### src/rtl/wrr_lock_arbiter_4.sv
// Four-input weighted round-robin arbiter with burst locking in front of a
// shared ready/valid sink. Datapath is combinational; only grant state is held.
module wrr_lock_arbiter_4 #(
  parameter int WIDTH = 8,
  parameter int WBITS = 3
) (
  input  logic             clk,
  input  logic             reset,
  input  logic             io_in_0_valid,
  output logic             io_in_0_ready,
  input  logic [WIDTH-1:0] io_in_0_bits,
  input  logic             io_in_1_valid,
  output logic             io_in_1_ready,
  input  logic [WIDTH-1:0] io_in_1_bits,
  input  logic             io_in_2_valid,
  output logic             io_in_2_ready,
  input  logic [WIDTH-1:0] io_in_2_bits,
  input  logic             io_in_3_valid,
  output logic             io_in_3_ready,
  input  logic [WIDTH-1:0] io_in_3_bits,
  input  logic [WBITS-1:0] io_weight_0,
  input  logic [WBITS-1:0] io_weight_1,
  input  logic [WBITS-1:0] io_weight_2,
  input  logic [WBITS-1:0] io_weight_3,
  output logic             io_out_valid,
  input  logic             io_out_ready,
  output logic [WIDTH-1:0] io_out_bits,
  output logic [1:0]       io_chosen,
  output logic             io_locked
);

  typedef enum logic {ST_IDLE, ST_LOCKED} state_t;

  state_t           r_state, w_stateNext;
  logic [1:0]       r_owner, w_ownerNext;
  logic [1:0]       r_ptr, w_ptrNext;
  logic [WBITS-1:0] r_cnt, w_cntNext;
  logic [WBITS-1:0] r_wlat, w_wlatNext;

  logic [3:0]       w_valid;
  logic [WIDTH-1:0] w_bits [4];
  logic [WBITS-1:0] w_weight [4];
  logic [1:0]       w_scan;
  logic [1:0]       w_idx;
  logic             w_found;
  logic [1:0]       w_chosen;
  logic             w_outValid;
  logic             w_xfer;
  logic [WBITS-1:0] w_wEff;
  logic [WBITS-1:0] w_cntInc;

  assign w_valid     = {io_in_3_valid, io_in_2_valid, io_in_1_valid, io_in_0_valid};
  assign w_bits[0]   = io_in_0_bits;
  assign w_bits[1]   = io_in_1_bits;
  assign w_bits[2]   = io_in_2_bits;
  assign w_bits[3]   = io_in_3_bits;
  assign w_weight[0] = io_weight_0;
  assign w_weight[1] = io_weight_1;
  assign w_weight[2] = io_weight_2;
  assign w_weight[3] = io_weight_3;

  // Rotating scan starts just after the last completed owner; ptr itself is checked last.
  always_comb begin
    w_scan  = r_ptr + 2'd1;
    w_found = 1'b0;
    w_idx   = 2'd0;
    for (int k = 1; k <= 4; k++) begin
      w_idx = r_ptr + 2'(k);
      if (!w_found && w_valid[w_idx]) begin
        w_scan  = w_idx;
        w_found = 1'b1;
      end
    end
  end

  assign w_chosen   = (r_state == ST_LOCKED) ? r_owner : w_scan;
  assign w_outValid = (r_state == ST_LOCKED) ? w_valid[r_owner] : |w_valid;
  assign w_xfer     = w_outValid && io_out_ready;
  assign w_wEff     = (w_weight[w_chosen] == '0) ? WBITS'(1) : w_weight[w_chosen];
  assign w_cntInc   = r_cnt + WBITS'(1);

  always_comb begin
    w_stateNext = r_state;
    w_ownerNext = r_owner;
    w_ptrNext   = r_ptr;
    w_cntNext   = r_cnt;
    w_wlatNext  = r_wlat;
    case (r_state)
      ST_IDLE: begin
        if (w_xfer) begin
          w_wlatNext = w_wEff;
          if (w_wEff == WBITS'(1)) begin
            w_ptrNext = w_chosen;
          end else begin
            w_stateNext = ST_LOCKED;
            w_ownerNext = w_chosen;
            w_cntNext   = WBITS'(1);
          end
        end
      end
      ST_LOCKED: begin
        // An owner that drops valid mid-burst forfeits the rest of its burst.
        if (!w_valid[r_owner]) begin
          w_stateNext = ST_IDLE;
          w_ptrNext   = r_owner;
          w_cntNext   = '0;
        end else if (io_out_ready) begin
          w_cntNext = w_cntInc;
          if (w_cntInc == r_wlat) begin
            w_stateNext = ST_IDLE;
            w_ptrNext   = r_owner;
          end
        end
      end
      default: w_stateNext = ST_IDLE;
    endcase
  end

  always_ff @(posedge clk or posedge reset) begin
    if (reset) begin
      r_state <= ST_IDLE;
      r_owner <= 2'd0;
      r_ptr   <= 2'd3;
      r_cnt   <= '0;
      r_wlat  <= '0;
    end else begin
      r_state <= w_stateNext;
      r_owner <= w_ownerNext;
      r_ptr   <= w_ptrNext;
      r_cnt   <= w_cntNext;
      r_wlat  <= w_wlatNext;
    end
  end

  assign io_out_valid  = w_outValid;
  assign io_out_bits   = w_bits[w_chosen];
  assign io_chosen     = w_chosen;
  assign io_locked     = (r_state == ST_LOCKED);
  assign io_in_0_ready = io_out_ready && (w_chosen == 2'd0) && (r_state == ST_IDLE || r_owner == 2'd0);
  assign io_in_1_ready = io_out_ready && (w_chosen == 2'd1) && (r_state == ST_IDLE || r_owner == 2'd1);
  assign io_in_2_ready = io_out_ready && (w_chosen == 2'd2) && (r_state == ST_IDLE || r_owner == 2'd2);
  assign io_in_3_ready = io_out_ready && (w_chosen == 2'd3) && (r_state == ST_IDLE || r_owner == 2'd3);

endmodule

### config.mk
export PLATFORM = sky130hd
export DESIGN_NAME = wrr_lock_arbiter_4
export DESIGN_NICKNAME = d
export VERILOG_FILES = /design/src/rtl/wrr_lock_arbiter_4.sv
export SDC_FILE = /design/constraint.sdc
export NUM_CORES = 1
export LEC_CHECK = 0
export BUFFER_PORTS_ARGS = -buffer_cell sky130_fd_sc_hd__buf_2
export CAP_MARGIN = 40
export CORE_ASPECT_RATIO = 1.2
export CORE_MARGIN = 5
export CORE_UTILIZATION = 44
export DETAILED_ROUTE_END_ITERATION = 8
export GPL_TIMING_DRIVEN = 0
export PLACE_DENSITY = 0.84
export SYNTH_ARGS = -nofsm -noshare
export SYNTH_HDL_FRONTEND = slang
export SYNTH_SLANG_ARGS = --single-unit
### constraint.sdc
create_clock -name clk -period 3.1 [get_ports clk]
set_input_delay 0.62 -clock clk [delete_from_list [all_inputs] [get_ports clk]]
set_output_delay 0.62 -clock clk [all_outputs]
set_load 0.005 [all_outputs]
Yosys cells after proc, flatten, opt, wreduce, memory -nomap -nowiden:

Cells that the tools add are included.

* input bits: 51
* word-level logic and storage cells: 100
* bits in registers: 11
* output and inout port bits: 16

* reductions and logical operators: 27
* multiplexer cells: 42
* bitwise logic cells: 3
* equality and inequality tests: 13
* $lt $le $gt $ge: 6
* add/subtract/negate cells: 4

Operators by type and width (count)
* 2-to-1 mux 3 bit: 7
* 2-to-1 mux 2 bit: 9
* binary-select mux 8 bit (select 2 bit): 1
* 2-to-1 mux 8 bit: 2
* < comparator 2 x 3 -> 1 bit, second input constant: 5
* 2-to-1 mux 1 bit: 14
* logical AND 1 bit: 12
* binary-select mux 1 bit (select 2 bit): 5
* equality test 2 bit, second input constant: 4
* binary-select mux 3 bit (select 2 bit): 1
* inequality test 2 bit, second input constant: 3
* one-hot mux 3 bit (2 select lines): 1
* AND reduction 3 bit: 2
* adder 2 bit, second input constant: 2
* equality test 2 x 1 -> 1 bit, second input constant: 2
* zero test 2 bit: 2
* logical OR 1 bit: 4
* one-hot mux 2 bit (2 select lines): 1
* AND reduction 4 bit: 1
* OR reduction 4 bit: 1
* adder 3 x 1 -> 3 bit, second input constant: 1
* equality test 3 x 1 -> 1 bit, second input constant: 1
* equality test 3 bit: 1
* >= comparator 3 bit, second input constant: 1
* 9 further kinds: 12

Logic depth before layout (Yosys ltp):

* word-level depth: 24
* depth in mapped cells: 9
* gate-level depth less buffers: 7

Worst setup path after synthesis:

OpenSTA, ideal clock, no wires.

* path type: input port to output port
* start: input io_in_1_valid
* end: output io_out_bits[0]
* data required time: 2480 ps
* path slack: 478 ps
* stages on the path: 8
* path buffers: 2
* arrival: 2002 ps
* path through: nor2_1 -> a211o_1 -> a41o_1 -> buf_6 -> clkinv_1 -> buf_1 -> nand2_1 -> a31oi_1

* word-level cells in the longest chain between the ends: 17

Ends and longest elaborated chain
* start: declaration: line 12 `input logic io_in_1_valid,`
* binary-select mux 1 bit (select 2 bit): line 69 `if (!w_found && w_valid[w_idx]) begin`
* 2-to-1 mux 1 bit (implied by the code): line 69
* 2-to-1 mux 1 bit: line 69
* zero test 1 bit: line 69
* logical AND 1 bit: line 69
* 2-to-1 mux 1 bit: line 69
* zero test 1 bit: line 69
* logical AND 1 bit: line 69
* 2-to-1 mux 1 bit: line 69
* zero test 1 bit: line 69
* logical AND 1 bit: line 69
* 2-to-1 mux 2 bit (*): line 69
* 2-to-1 mux 2 bit (*): line 76 `assign w_chosen = (r_state == ST_LOCKED) ? r_owner : w_scan;`
* net io_chosen[0]: line 28 `output logic [1:0] io_chosen,`
* inverter 2 -> 3 bit (implied by the code) (*): line 136 `assign io_out_bits = w_bits[w_chosen];`
* binary-select mux 8 bit (select 2 bit) (*): line 136
* 2-to-1 mux 8 bit (implied by the code) (*) (2 in series): line 136
* end: declaration: line 27 `output logic [WIDTH-1:0] io_out_bits,`

Mark *: on every way through the listed nets, which the timed path passes. The rest lies on a longest branch. The select of a mux whose other input is x is not followed.

Worst setup path in the final report:

* start: input io_in_1_valid
* end: output io_out_bits[6]

* word-level cells in the longest chain between the ends: 17

Ends and longest elaborated chain (line)
* binary-select mux 1 bit (select 2 bit): 69
* 2-to-1 mux 1 bit (implied by the code): 69
* 2-to-1 mux 1 bit: 69
* zero test 1 bit: 69
* logical AND 1 bit: 69
* 2-to-1 mux 1 bit: 69
* zero test 1 bit: 69
* logical AND 1 bit: 69
* 2-to-1 mux 1 bit: 69
* zero test 1 bit: 69
* logical AND 1 bit: 69
* 2-to-1 mux 2 bit (*): 69
* 2-to-1 mux 2 bit (*): 76
* inverter 2 -> 3 bit (implied by the code) (*): 136
* binary-select mux 8 bit (select 2 bit) (*): 136
* 2-to-1 mux 8 bit (implied by the code) (*) (2 in series): 136

Every way passes the cells marked *; elsewhere a longest branch is shown, timed or not. The select of a mux whose other input is x is not followed.

==> run summary <==
largest net degree at the start of global routing = 12
sequential share of the synthesized area = 0.224
CTS tree = yes
Peak VDD IR = 0.000683 V
Post-synth EDFFs = 0
Cell Area, Synth = 1240 µm²
design area = 1650 µm²
share of post-route cells with drive strength above 1 = 0.364
starting density of the core = 0.449
initial antenna violation count = 0
Critical Path Source Type = primary input
syn_area_per_cell = 7.46 µm²
synth unique cells = 45
vias = 1513
Clk Latency, worst-skew pair = 0.27 ns
Pre-antenna DRT Iters = 4
worst hold-check path type = primary input to async pin
core region area = 2760 µm²
Worst Path Class, Setup = primary input to output pin
remaining design rule violation count = 0
std cell rows = 21
Hold Buf Count CTS = 0
most common cell after layout, fill and taps aside = buf_2
clock power share = 0.057
adder-cell share of the synthesized area = 0.0101
Net Switching = 0.856 mW
P_leak = 0.796 nW
port buffer count = 66
largest family of logic cells by synthesized area = compound AO/OA/AOI/OAI gates
FF+latch count, synth = 11
Routed Antenna Nets = 0
via count of the first global-routing pass = 1511
most frequent cells in the layout = 68 x buf_2, 28 x nand2_1, 17 x nor2_1, 12 x a31oi_1, 10 x a211oi_1
Slew @ Worst Pin = 0.444 ns
period utilisation layout = 0.951
compound-cell area share of the yosys netlist = 0.312
Yosys Warn Count = 0
RePlAce Congestion = 0.838
Final Hold Fails = 0
most area-consuming cells after synthesis = dfrtp_1 18%, nand2_1 8.5%, a211oi_1 6.1%, a31oi_1 6.1%, nor2_1 5.2%
CP max stage delay = 0.33 ns
FMAX = 339 MHz
mux share of post-synthesis cell area = 0.103
Max clock buf depth = 2
RSZ-0062 raised after global routing = false
Post-Synth Simple-Gate Area = 0.258
slowest CP cell = a211o_1
Syn Nets = 218
Comb pwr share = 0.762
total CTS buffers = 3
status = complete, no violations
Die Y = 68.1 µm
endpoints failing setup = 0
total track usage = 0.190
Switching Fraction = 0.495
DR vias/cell = 5.60
Crit Path Max Fanout = 10
Worst Setup End Kind = output pin
P&R area growth vs syn = 33.0%
ys async rst share = 1.00
setup bufs post-CTS = 0
Worst Skew = 0.00391 ns
WP data required = 2.48 ns
CTS HTree Levels = 1
Placed Area = 1610 µm²
first-pass GRT wire length = 5980 µm
Ant. Diodes = 0
wire per inst = 13.6 µm
HPWL after detailed placement = 3090 µm
Int Pwr = 0.874 mW
cell taking the most area after synthesis = dfrtp_1
GRT overflow = 0
Max transition margin = 0.702
clk root buf = clkbuf_4
initial DRC count = 13
XOR/XNOR share of the synthesized area = 0.0354
final setup TNS = 0 ns
crit path time final = 2.95 ns
ys flop type = dfrtp_1
Chip Width = 58.4 µm
final wirelength = 3670 µm
Nets = 289
Sink Count = 11
share of power burned in registers = 0.181
PwrDens = 1050 nW/µm²
max_cap viols = 0
Worst EP arrival = 2.33 ns
Worst path most repeated cell = buf_2
Critical Path, Cell by Cell = buf_2 > nor2_1 > a211o_1 > a41o_1 > buf_6 > clkbuf_2 > and2_0 > a211oi_1 > a31oi_1 > buf_2
top-area cell type share of the netlist area = 0.182
I/O pin total = 67
die area = 3980 µm²
cell count after synthesis = 166
max-slew violations = 0
Clock transition at path regs = 0.07 ns
post-cts resize count = 2
kinds of logic after synthesis:
family                     count (synthesis)
and+or+nand+nor                           70
AOI/OAI and AO/OA                         53
buffers and inverters                     15
muxes                                     11
DFF                                       11
xor gates and xnor gates                   5
adders and majority gates                  1
layout make-up:
type / count / area (µm²)
Buffer: 9 / 55.1
Clock buffer: 4 / 26.3
Fill cell: 272 / 1110
Inverter: 6 / 26.3
Multi-Input combinational cell: 140 / 890
Sequential cell: 11 / 278
Tap cell: 34 / 42.5
Timing Repair Buffer: 66 / 330
registers in the layout, indices dropped and copies added, names as in the netlist:
register and cells:
io_locked 1, r_cnt 3, r_owner 2, r_ptr 2, r_wlat 3
Yosys cell counts (all sizes together), types with 3 or more instances:
cell    count
nand2      28
nor2       17
a31oi      12
a211oi     10
o21ai      10
dfrtp       9
and2        8
a21oi       6
mux2i       6
nor3        6
clkbuf      5
inv         5
buf         4
mux2        4
xor2        3
power groups by stage:
| stage | Clock, mW | Sequential, mW | Combinational [mW] |
|---|---|---|---|
| after floorplan | 0 | 0.292 | 0.934 |
| after global placement | 0 | 0.312 | 1.28 |
| after detailed placement | 0 | 0.316 | 1.30 |
| after CTS | 0.0991 | 0.313 | 1.31 |
| after global routing | 0.107 | 0.324 | 1.46 |
| final | 0.0984 | 0.314 | 1.32 |
through the flow:
| step | util | power [mW] | cells | setup WS [ns] | hold WS [ns] |
|---|---|---|---|---|---|
| after floorplan | - | 1.23 | 166 | 0.478 | 0.469 |
| after global placement | 0.584 | 1.59 | 266 | 0.0286 | 0.484 |
| after detailed placement | 0.584 | 1.61 | 266 | 0.00501 | 0.502 |
| after CTS | 0.595 | 1.72 | 270 | 0.0552 | 0.342 |
| after global routing | 0.597 | 1.89 | 270 | 0.00936 | 0.355 |
| final | 0.597 | 1.73 | 270 | 0.153 | 0.331 |
final timing paths:
check | from | endpoint | slack [ns] | cells after the start
worst min-delay path | reset | io_locked$_DFF_PP0_ | 0.33 | 2
min in group clk | r_wlat[1]$_DFFE_PP0P_ | r_wlat[1]$_DFFE_PP0P_ | 0.51 | 2
worst max register to register | r_ptr[1]$_DFFE_PP1P_ | r_cnt[1]$_DFFE_PP0P_ | 0.67 | 8
worst min register to register | r_wlat[1]$_DFFE_PP0P_ | r_wlat[1]$_DFFE_PP0P_ | 0.51 | 2
max in group asynchronous | reset | r_ptr[1]$_DFFE_PP1P_ | 2.44 | 2
worst max-delay path | io_in_1_valid | io_out_bits[6] | 0.15 | 10
routing by layer:
metal / GRT usage / up-vias / routed length, µm
li1: - / 755 / -
met1: 0.202 / 694 / 1450
met2: 0.372 / 58 / 1900
met3: 0.0245 / 6 / 256
met4: 0.0725 / 0 / 69
met5: 0 / - / 0
critical path, delay by kind of cell:
kind	cells	cell delay, ns
buffers and inverters	4	0.60
AND/OR/NAND/NOR	2	0.26
AO/OA/AOI/OAI	4	0.84
Note: power is estimated with default switching activity, not from simulation.
